### src/rtl/mac_dot_sequencer.sv
// Operand-pair FIFO plus sequencer that streams a vec_len-pair dot product through an external 32x32 MAC.
// Result pulses vec_len+4 cycles after start (+1 per starved cycle); in_ready is FIFO-not-full in every state.

module mac_dot_fifo #(
   parameter int W     = 64,
   parameter int DEPTH = 4
) (
   input  logic         clk,
   input  logic         reset,
   input  logic         push_vld,
   output logic         push_rdy,
   input  logic [W-1:0] push_dat,
   output logic         pop_vld,
   input  logic         pop_rdy,
   output logic [W-1:0] pop_dat
);
   localparam int AW = $clog2(DEPTH);
   localparam logic [AW:0] PTR_ONE = {{AW{1'b0}}, 1'b1};

   logic [W-1:0] mem_q [DEPTH];
   logic [AW:0]  wptr_q, wptr_d, rptr_q, rptr_d;
   logic         do_push, do_pop;

   // Pointers carry one wrap bit so full and empty are distinguishable.
   assign push_rdy = !((wptr_q[AW] != rptr_q[AW]) && (wptr_q[AW-1:0] == rptr_q[AW-1:0]));
   assign pop_vld  = (wptr_q != rptr_q);
   assign pop_dat  = mem_q[rptr_q[AW-1:0]];
   assign do_push  = push_vld && push_rdy;
   assign do_pop   = pop_rdy && pop_vld;

   always_comb begin
      wptr_d = wptr_q;
      rptr_d = rptr_q;
      if (do_push) wptr_d = wptr_q + PTR_ONE;
      if (do_pop)  rptr_d = rptr_q + PTR_ONE;
   end

   always_ff @(posedge clk or negedge reset) begin
      if (!reset) begin
         wptr_q <= '0;
         rptr_q <= '0;
      end else begin
         wptr_q <= wptr_d;
         rptr_q <= rptr_d;
      end
   end

   always_ff @(posedge clk) begin
      if (do_push) mem_q[wptr_q[AW-1:0]] <= push_dat;
   end
endmodule

module mac_dot_sequencer #(
   parameter int DEPTH = 4,
   parameter int LEN_W = 16
) (
   input  logic             clk,
   input  logic             reset,
   input  logic             start,
   input  logic [LEN_W-1:0] vec_len,
   input  logic             in_valid,
   output logic             in_ready,
   input  logic [31:0]      in_a,
   input  logic [31:0]      in_b,
   output logic [31:0]      mac_multiplicand,
   output logic [31:0]      mac_multiplier,
   output logic             mac_clear,
   input  logic [64:0]      mac_acc,
   output logic [64:0]      result,
   output logic             result_valid,
   output logic             busy
);
   localparam logic [LEN_W-1:0] LEN_ONE = {{(LEN_W-1){1'b0}}, 1'b1};

   typedef enum logic [2:0] {S_IDLE, S_CLEAR, S_STREAM, S_WAIT, S_CAPTURE} state_t;
   typedef struct packed {
      logic [31:0] a;
      logic [31:0] b;
   } pair_t;

   state_t           state_q, state_d;
   logic [LEN_W-1:0] remaining_q, remaining_d;
   logic [31:0]      opa_q, opa_d, opb_q, opb_d;
   logic             mac_clear_q, mac_clear_d;
   logic [64:0]      result_q, result_d;
   logic             result_valid_q, result_valid_d;
   pair_t            in_pair, head;
   logic             head_vld, pop;

   assign in_pair = '{a: in_a, b: in_b};
   assign pop     = (state_q == S_STREAM) && head_vld;

   mac_dot_fifo #(.W($bits(pair_t)), .DEPTH(DEPTH)) u_fifo (
      .clk      (clk),
      .reset    (reset),
      .push_vld (in_valid),
      .push_rdy (in_ready),
      .push_dat (in_pair),
      .pop_vld  (head_vld),
      .pop_rdy  (pop),
      .pop_dat  (head)
   );

   // Operands default to zero so any non-popping edge makes the MAC add nothing.
   always_comb begin
      state_d        = state_q;
      remaining_d    = remaining_q;
      opa_d          = '0;
      opb_d          = '0;
      mac_clear_d    = 1'b0;
      result_d       = result_q;
      result_valid_d = 1'b0;
      case (state_q)
         S_IDLE: begin
            if (start) begin
               remaining_d = vec_len;
               mac_clear_d = 1'b1;
               state_d     = S_CLEAR;
            end
         end
         S_CLEAR:  state_d = (remaining_q == '0) ? S_WAIT : S_STREAM;
         S_STREAM: begin
            if (head_vld) begin
               opa_d       = head.a;
               opb_d       = head.b;
               remaining_d = remaining_q - LEN_ONE;
               if (remaining_q == LEN_ONE) state_d = S_WAIT;
            end
         end
         S_WAIT:   state_d = S_CAPTURE;
         S_CAPTURE: begin
            result_d       = mac_acc;
            result_valid_d = 1'b1;
            state_d        = S_IDLE;
         end
         default:  state_d = S_IDLE;
      endcase
   end

   always_ff @(posedge clk or negedge reset) begin
      if (!reset) begin
         state_q        <= S_IDLE;
         remaining_q    <= '0;
         opa_q          <= '0;
         opb_q          <= '0;
         mac_clear_q    <= 1'b1;
         result_q       <= '0;
         result_valid_q <= 1'b0;
      end else begin
         state_q        <= state_d;
         remaining_q    <= remaining_d;
         opa_q          <= opa_d;
         opb_q          <= opb_d;
         mac_clear_q    <= mac_clear_d;
         result_q       <= result_d;
         result_valid_q <= result_valid_d;
      end
   end

   assign mac_multiplicand = opa_q;
   assign mac_multiplier   = opb_q;
   assign mac_clear        = mac_clear_q;
   assign result           = result_q;
   assign result_valid     = result_valid_q;
   assign busy             = (state_q != S_IDLE);
endmodule

### config.mk
export PLATFORM = sky130hd
export DESIGN_NAME = mac_dot_sequencer
export DESIGN_NICKNAME = d
export VERILOG_FILES = /design/src/rtl/mac_dot_sequencer.sv
export SDC_FILE = /design/constraint.sdc
export NUM_CORES = 1
export LEC_CHECK = 0
export BUFFER_PORTS_ARGS = -buffer_cell sky130_fd_sc_hd__buf_2
export CAP_MARGIN = 5
export CORE_MARGIN = 2
export CORE_UTILIZATION = 40
export DETAILED_ROUTE_END_ITERATION = 8
export PLACE_DENSITY = 0.71
export SYNTH_ARGS = -nofsm -noshare
export SYNTH_HDL_FRONTEND = slang
export SYNTH_SLANG_ARGS = --single-unit
### constraint.sdc
create_clock -name clk -period 8.9 [get_ports clk]
set_input_delay 1.78 -clock clk [delete_from_list [all_inputs] [get_ports clk]]
set_output_delay 1.78 -clock clk [all_outputs]
set_load 0.03 [all_outputs]
After elaboration in Yosys (flattened, before gate mapping):

Memory sizes are Yosys's and may differ from the RTL's.
Index checks and enable logic that the tools add are counted.

* RAM bits: 256
* input port bits: 149
* flip-flop bits (word level): 156
* output and inout bits: 133
* memories kept: 1

* add/subtract/negate cells: 3
* mux-type cells: 17
* reductions and logical operators: 11
* equal/unequal tests: 11

Memory list
* u_fifo.mem_q: depth 4, width 64, read ports 1, clocked after memory_dff 0, write ports 1, RTL line 20 `logic [W-1:0] mem_q [DEPTH];`

Operators with widths (number)
* $mux 32: 4
* $mux 16: 2
* $pmux 16 s2: 1
* $eq 16x1->1 const B: 1
* $logic_not 16->1: 1
* $sub 16x1->16 const B: 1
* $pmux 3 s4: 1
* $mux 3: 3
* $add 3x1->3 const B: 2
* $eq 3x2->1 const B: 2
* $mux 1: 6
* $reduce_and 3->1: 2
* $logic_and 1x1->1: 4
* $ne 2x2->1 const B: 2
* $eq 3x1->1 const B: 1
* $eq 3x3->1 const B: 1
* $logic_not 3->1: 1
* $ne 3x3->1: 1
* $reduce_bool 3->1: 1
* $eq 2x2->1: 1
* $ne 2x1->1 const B: 1
* $reduce_bool 2->1: 1
* $logic_not 1->1: 1
* $ne 1x1->1: 1

Longest topological paths before layout:

* word-level depth: 6
* mapped depth: 7
* depth with buffers taken out: 6

Modules after synthesis:

From an unflattened synthesis, not the netlist that was laid out.

* cell total of the unflattened synthesis: 803
* area total of the unflattened synthesis: 15506.1 µm²

By module, submodules not included
* mac_dot_fifo: cells each 381, times used 1, area an instance 9720.6 µm², sequential area each 7837.5 µm²
* mac_dot_sequencer: cells each 422, times used 1, area an instance 5785.5 µm², sequential area each 3754.9 µm²

Worst setup path before layout:

OpenSTA, ideal clock, no wires.

* path kind: input to register
* start point: in in_valid
* end point: mem u_fifo.mem_q[3][0] (enable)
* path buffers: 0
* path slack: 4.768 ns
* arrival: 3.702 ns
* stages: 2
* data required time: 8.470 ns
* cells stage by stage: a21boi_1 and2_1

* cells in the longest elaborated chain, start to end: 3

RTL lines
* start: declaration: RTL line 61 `input logic in_valid,`
* $logic_and 1x1->1: RTL line 28 `assign do_push = push_vld && push_rdy;`
* $mux 1: RTL line 49 `if (do_push) mem_q[wptr_q[AW-1:0]] <= push_dat;`
* $mux 1 (implied by the code): RTL line 49
* end: declaration: RTL line 20

No other way between the ends.

Worst setup path in the final report:

* start point: reg u_fifo.rptr_q[1]
* end point: out in_ready

* cells in the longest elaborated chain, start to end: 3

RTL lines
* start: declaration: RTL line 21 `logic [AW:0] wptr_q, wptr_d, rptr_q, rptr_d;`
* start signal: assignment: RTL line 44 `rptr_q <= rptr_d;`
* $eq 2x2->1: RTL line 25 `assign push_rdy = !((wptr_q[AW] != rptr_q[AW]) && (wptr_q[AW-1:0] == rptr_q[AW-1:0]));`
* $logic_and 1x1->1: RTL line 25
* $logic_not 1->1: RTL line 25
* end: declaration: RTL line 62 `output logic in_ready,`

No other way between the ends.

==> results.sh <==
export IMPL_synthXorXnorAreaFrac_pct=0.459
export IMPL_viasPerCell=4.91
export IMPL_drt_wl_total_um=31700
export IMPL_synth_compound_area_share_pct=2.45
export IMPL_syn_num_nets=948
export IMPL_hold_violations=0
export IMPL_synth_simple_area_share_pct=4.96
export IMPL_ctsHoldBuffers=0
export IMPL_switching_share_pct=33.8
export IMPL_synth_edff_count=256
export IMPL_cts_root_buf="clkbuf_16"
export IMPL_power_density_mw_per_mm2=363
export IMPL_finalClockSkew_ns=0.0172
export IMPL_io_pins=282
export IMPL_cts_resized=0
export IMPL_groute_usage_overall_pct=15.8
export IMPL_syn_area_mm2=0.0153
export IMPL_clk_path_buf_depth=3
export IMPL_synthTopCellsByArea="edfxtp_1 50%, dfrtp_1 25%, mux4_2 9.4%"
export IMPL_rows=71
export IMPL_drc_errors=0
export IMPL_fin_crit_ns=4.16
export IMPL_ys_async_sr_fraction_pct=37.9
export IMPL_cp_arrival_ns=2.38
export IMPL_slew_viol_final=0
export IMPL_io_buffers=281
export IMPL_dieArea_mm2=0.0397
export IMPL_clkPwrFrac_pct=25.3
export IMPL_place_area_mm2=0.0172
export IMPL_synthCells=791
export IMPL_drv_cap=0
export IMPL_synthMuxAreaShare_pct=14.4
export IMPL_ant_nets=0
export IMPL_cp_start_kind="flop"
export IMPL_drive_gt1_share_pct=44.5
export IMPL_drt_iter0_drc=397
export IMPL_synthAdderAreaFrac_pct=0.656
export IMPL_synth_top_area_share_pct=50.4
export IMPL_cts_buffers=42
export IMPL_ys_ff_latch=412
export IMPL_fmax_mhz=240
export IMPL_synth_top_family_by_area="multiplexers"
export IMPL_required_ns=7.12
export IMPL_fin_tns_setup_ns=0
export IMPL_dr_pass1_iters=5
export IMPL_status="completed"
export IMPL_finalNetCount=1240
export IMPL_p_seq_share_pct=43.7
export IMPL_cpPeakStageDelay_ns=1.10
export IMPL_grt_max_degree=88
export IMPL_path_class="reg -> out"
export IMPL_synth_area_leader_cell="edfxtp_1"
export IMPL_grt_overflow=0
export IMPL_yosysWarnings=0
export IMPL_peakVddDrop_v=0.000209
export IMPL_final_common_cell="buf_2"
export IMPL_place_gp_congestion=0.804
export IMPL_grt_pass1_wl_um=47300
export IMPL_finalCritPeriodShare_pct=46.8
export IMPL_clock_latency_ns=0.55
export IMPL_final_cell_area_mm2=0.0186
export IMPL_num_vias=8011
export IMPL_cts_max_level=2
export IMPL_die_w_um=199
export IMPL_cp_max_fo=67
export IMPL_cts_sinks=412
export IMPL_cts_setup_buffers=0
export IMPL_post_drt_wl_per_cell_um=19.4
export IMPL_leakagePower_nw=7.40
export IMPL_pwr_share_comb_pct=31.0
export IMPL_core_mm2=0.0376
export IMPL_start_util_pct=40.6
export IMPL_die_h_um=199
export IMPL_hold_class="reg -> reg"
export IMPL_p_sw_w=0.00228
export IMPL_synth_cell_types=49
export IMPL_dp_final_hpwl_um=19700
export IMPL_ys_flop_type="edfxtp_1"
export IMPL_critical_path_slowest_cell="dfrtp_4"
export IMPL_cts_tree="done"
export IMPL_ys_seq_area_share_pct=76.0
export IMPL_syn_area_per_cell_um2=19.3
export IMPL_nFillCells=3123
export IMPL_path_clk_slew_ns=0.06
export IMPL_internal_power_w=0.00446
export IMPL_rsz0062_at_grt="no"
export IMPL_antenna_found_initial=12
export IMPL_worst_pin_slew_ns=1.15
export IMPL_max_slew_margin_pct=23.3
export IMPL_setup_viol=0
export IMPL_syn_to_final_growth_pct=21.8
export IMPL_grt_pass1_vias=8233
export IMPL_endpoint_kind="output pin"
export IMPL_worstPathCellList="xor2_1, nor2_1, nand2_1, buf_2"
export IMPL_layout_common_cells="280 x buf_2, 256 x edfxtp_1, 153 x dfrtp_1, 65 x mux2_2"
[synthesized netlist by cell type, types with 3 or more instances]
master,instances
a21oi_1,20
or3_1,4
nor2_1,18
ha_1,8
mux4_2,64
mux2_2,65
nand2_1,24
edfxtp_1,256
nand3_1,4
o22ai_1,9
and2_1,68
xor2_1,4
buf_2,14
dfrtp_1,155
clkbuf_1,21
a2bb2oi_1,3
o22a_1,3
xnor2_1,4
o21ai_0,6
inv_1,5
[worst max-delay path, delay by kind of cell (launching register included)]
kind                   cells  cell delay (ns)
AND/OR/NAND/NOR            2             0.31
XOR/XNOR                   1             0.21
buffers and inverters      1             0.21
flip-flops                 1             1.10
[layout make-up]
type	instances	area, µm²	share of cell area [%]
Antenna cell	4	10.0	0.0538
Clock buffer	61	1230	6.60
Sequential cell	412	11600	62.4
Inverter	5	18.8	0.101
Multi-Input combinational cell	337	3520	18.9
Clock inverter	17	138	0.740
Tap cell	511	639	3.44
Timing Repair Buffer	285	1440	7.76
[worst paths after layout]
check / slack, ns / cells after the start / from / to
max in group asynchronous: 6.07 / 2 / reset / state_q[1]
min reg2reg: 0.50 / 1 / u_fifo.rptr_q[2] / u_fifo.rptr_q[2]
min in group asynchronous: 1.31 / 1 / reset / result[44]
min: 0.50 / 1 / u_fifo.rptr_q[2] / u_fifo.rptr_q[2]
max: 4.74 / 4 / u_fifo.rptr_q[1] / in_ready
max reg2reg: 5.62 / 4 / u_fifo.rptr_q[1] / u_fifo.mem_q[3][50]
[per-stage QoR]
step	instances	hold slack [ns]	total power (W)	util [%]	setup WS (ns)
2_1_floorplan	791	0.460	0.00444	-	4.77
3_3_place_gp	1550	0.480	0.00508	45.8	5.23
3_5_place_dp	1550	0.488	0.00512	45.8	5.20
4_1_cts	1628	0.501	0.00686	49.4	4.64
5_1_grt	1629	0.508	0.00712	49.5	4.50
6_report	1632	0.496	0.00674	49.5	4.74
[power by group through the flow]
| stage | combinational [W] | sequential [W] | clock (W) |
|---|---|---|---|
| after floorplan | 0.00116 | 0.00328 | 0 |
| after global placement | 0.00211 | 0.00297 | 0 |
| after detailed placement | 0.00213 | 0.00299 | 0 |
| after CTS | 0.00214 | 0.00296 | 0.00176 |
| after global routing | 0.00228 | 0.00301 | 0.00183 |
| final | 0.00209 | 0.00294 | 0.00171 |
[sequential cells by signal, summed over array words and instances, names as in the netlist]
name / cells
state_q: 3
mac_multiplicand: 32
u_fifo.wptr_q: 3
u_fifo.rptr_q: 3
result_valid: 1
mac_multiplier: 32
mac_clear: 1
u_fifo.mem_q: 256
result: 65
remaining_q: 16
[cells by family (layout without fill, tap and decap cells)]
family                   count (synthesis)  after routing
AO/OA/AOI/OAI                           56             56
XOR/XNOR                                 8              8
adder cells (fa/ha/maj)                  8              8
buffers and inverters                   42            368
flip-flops                             412            412
multiplexers                           131            131
other                                    0              4
AND/OR/NAND/NOR                        134            134
[layer usage]
metal / routed length (µm) / up-vias / GRT usage [%] / part of all wire [%]
li1: - / 3619 / - / -
met1: 12600 / 4011 / 19.5 / 40
met2: 15600 / 309 / 27.1 / 49
met3: 2820 / 56 / 4.93 / 8.9
met4: 579 / 16 / 4.06 / 1.8
met5: 103 / - / 0 / 0.33
No activity file was read; power rests on OpenSTA's default activity.
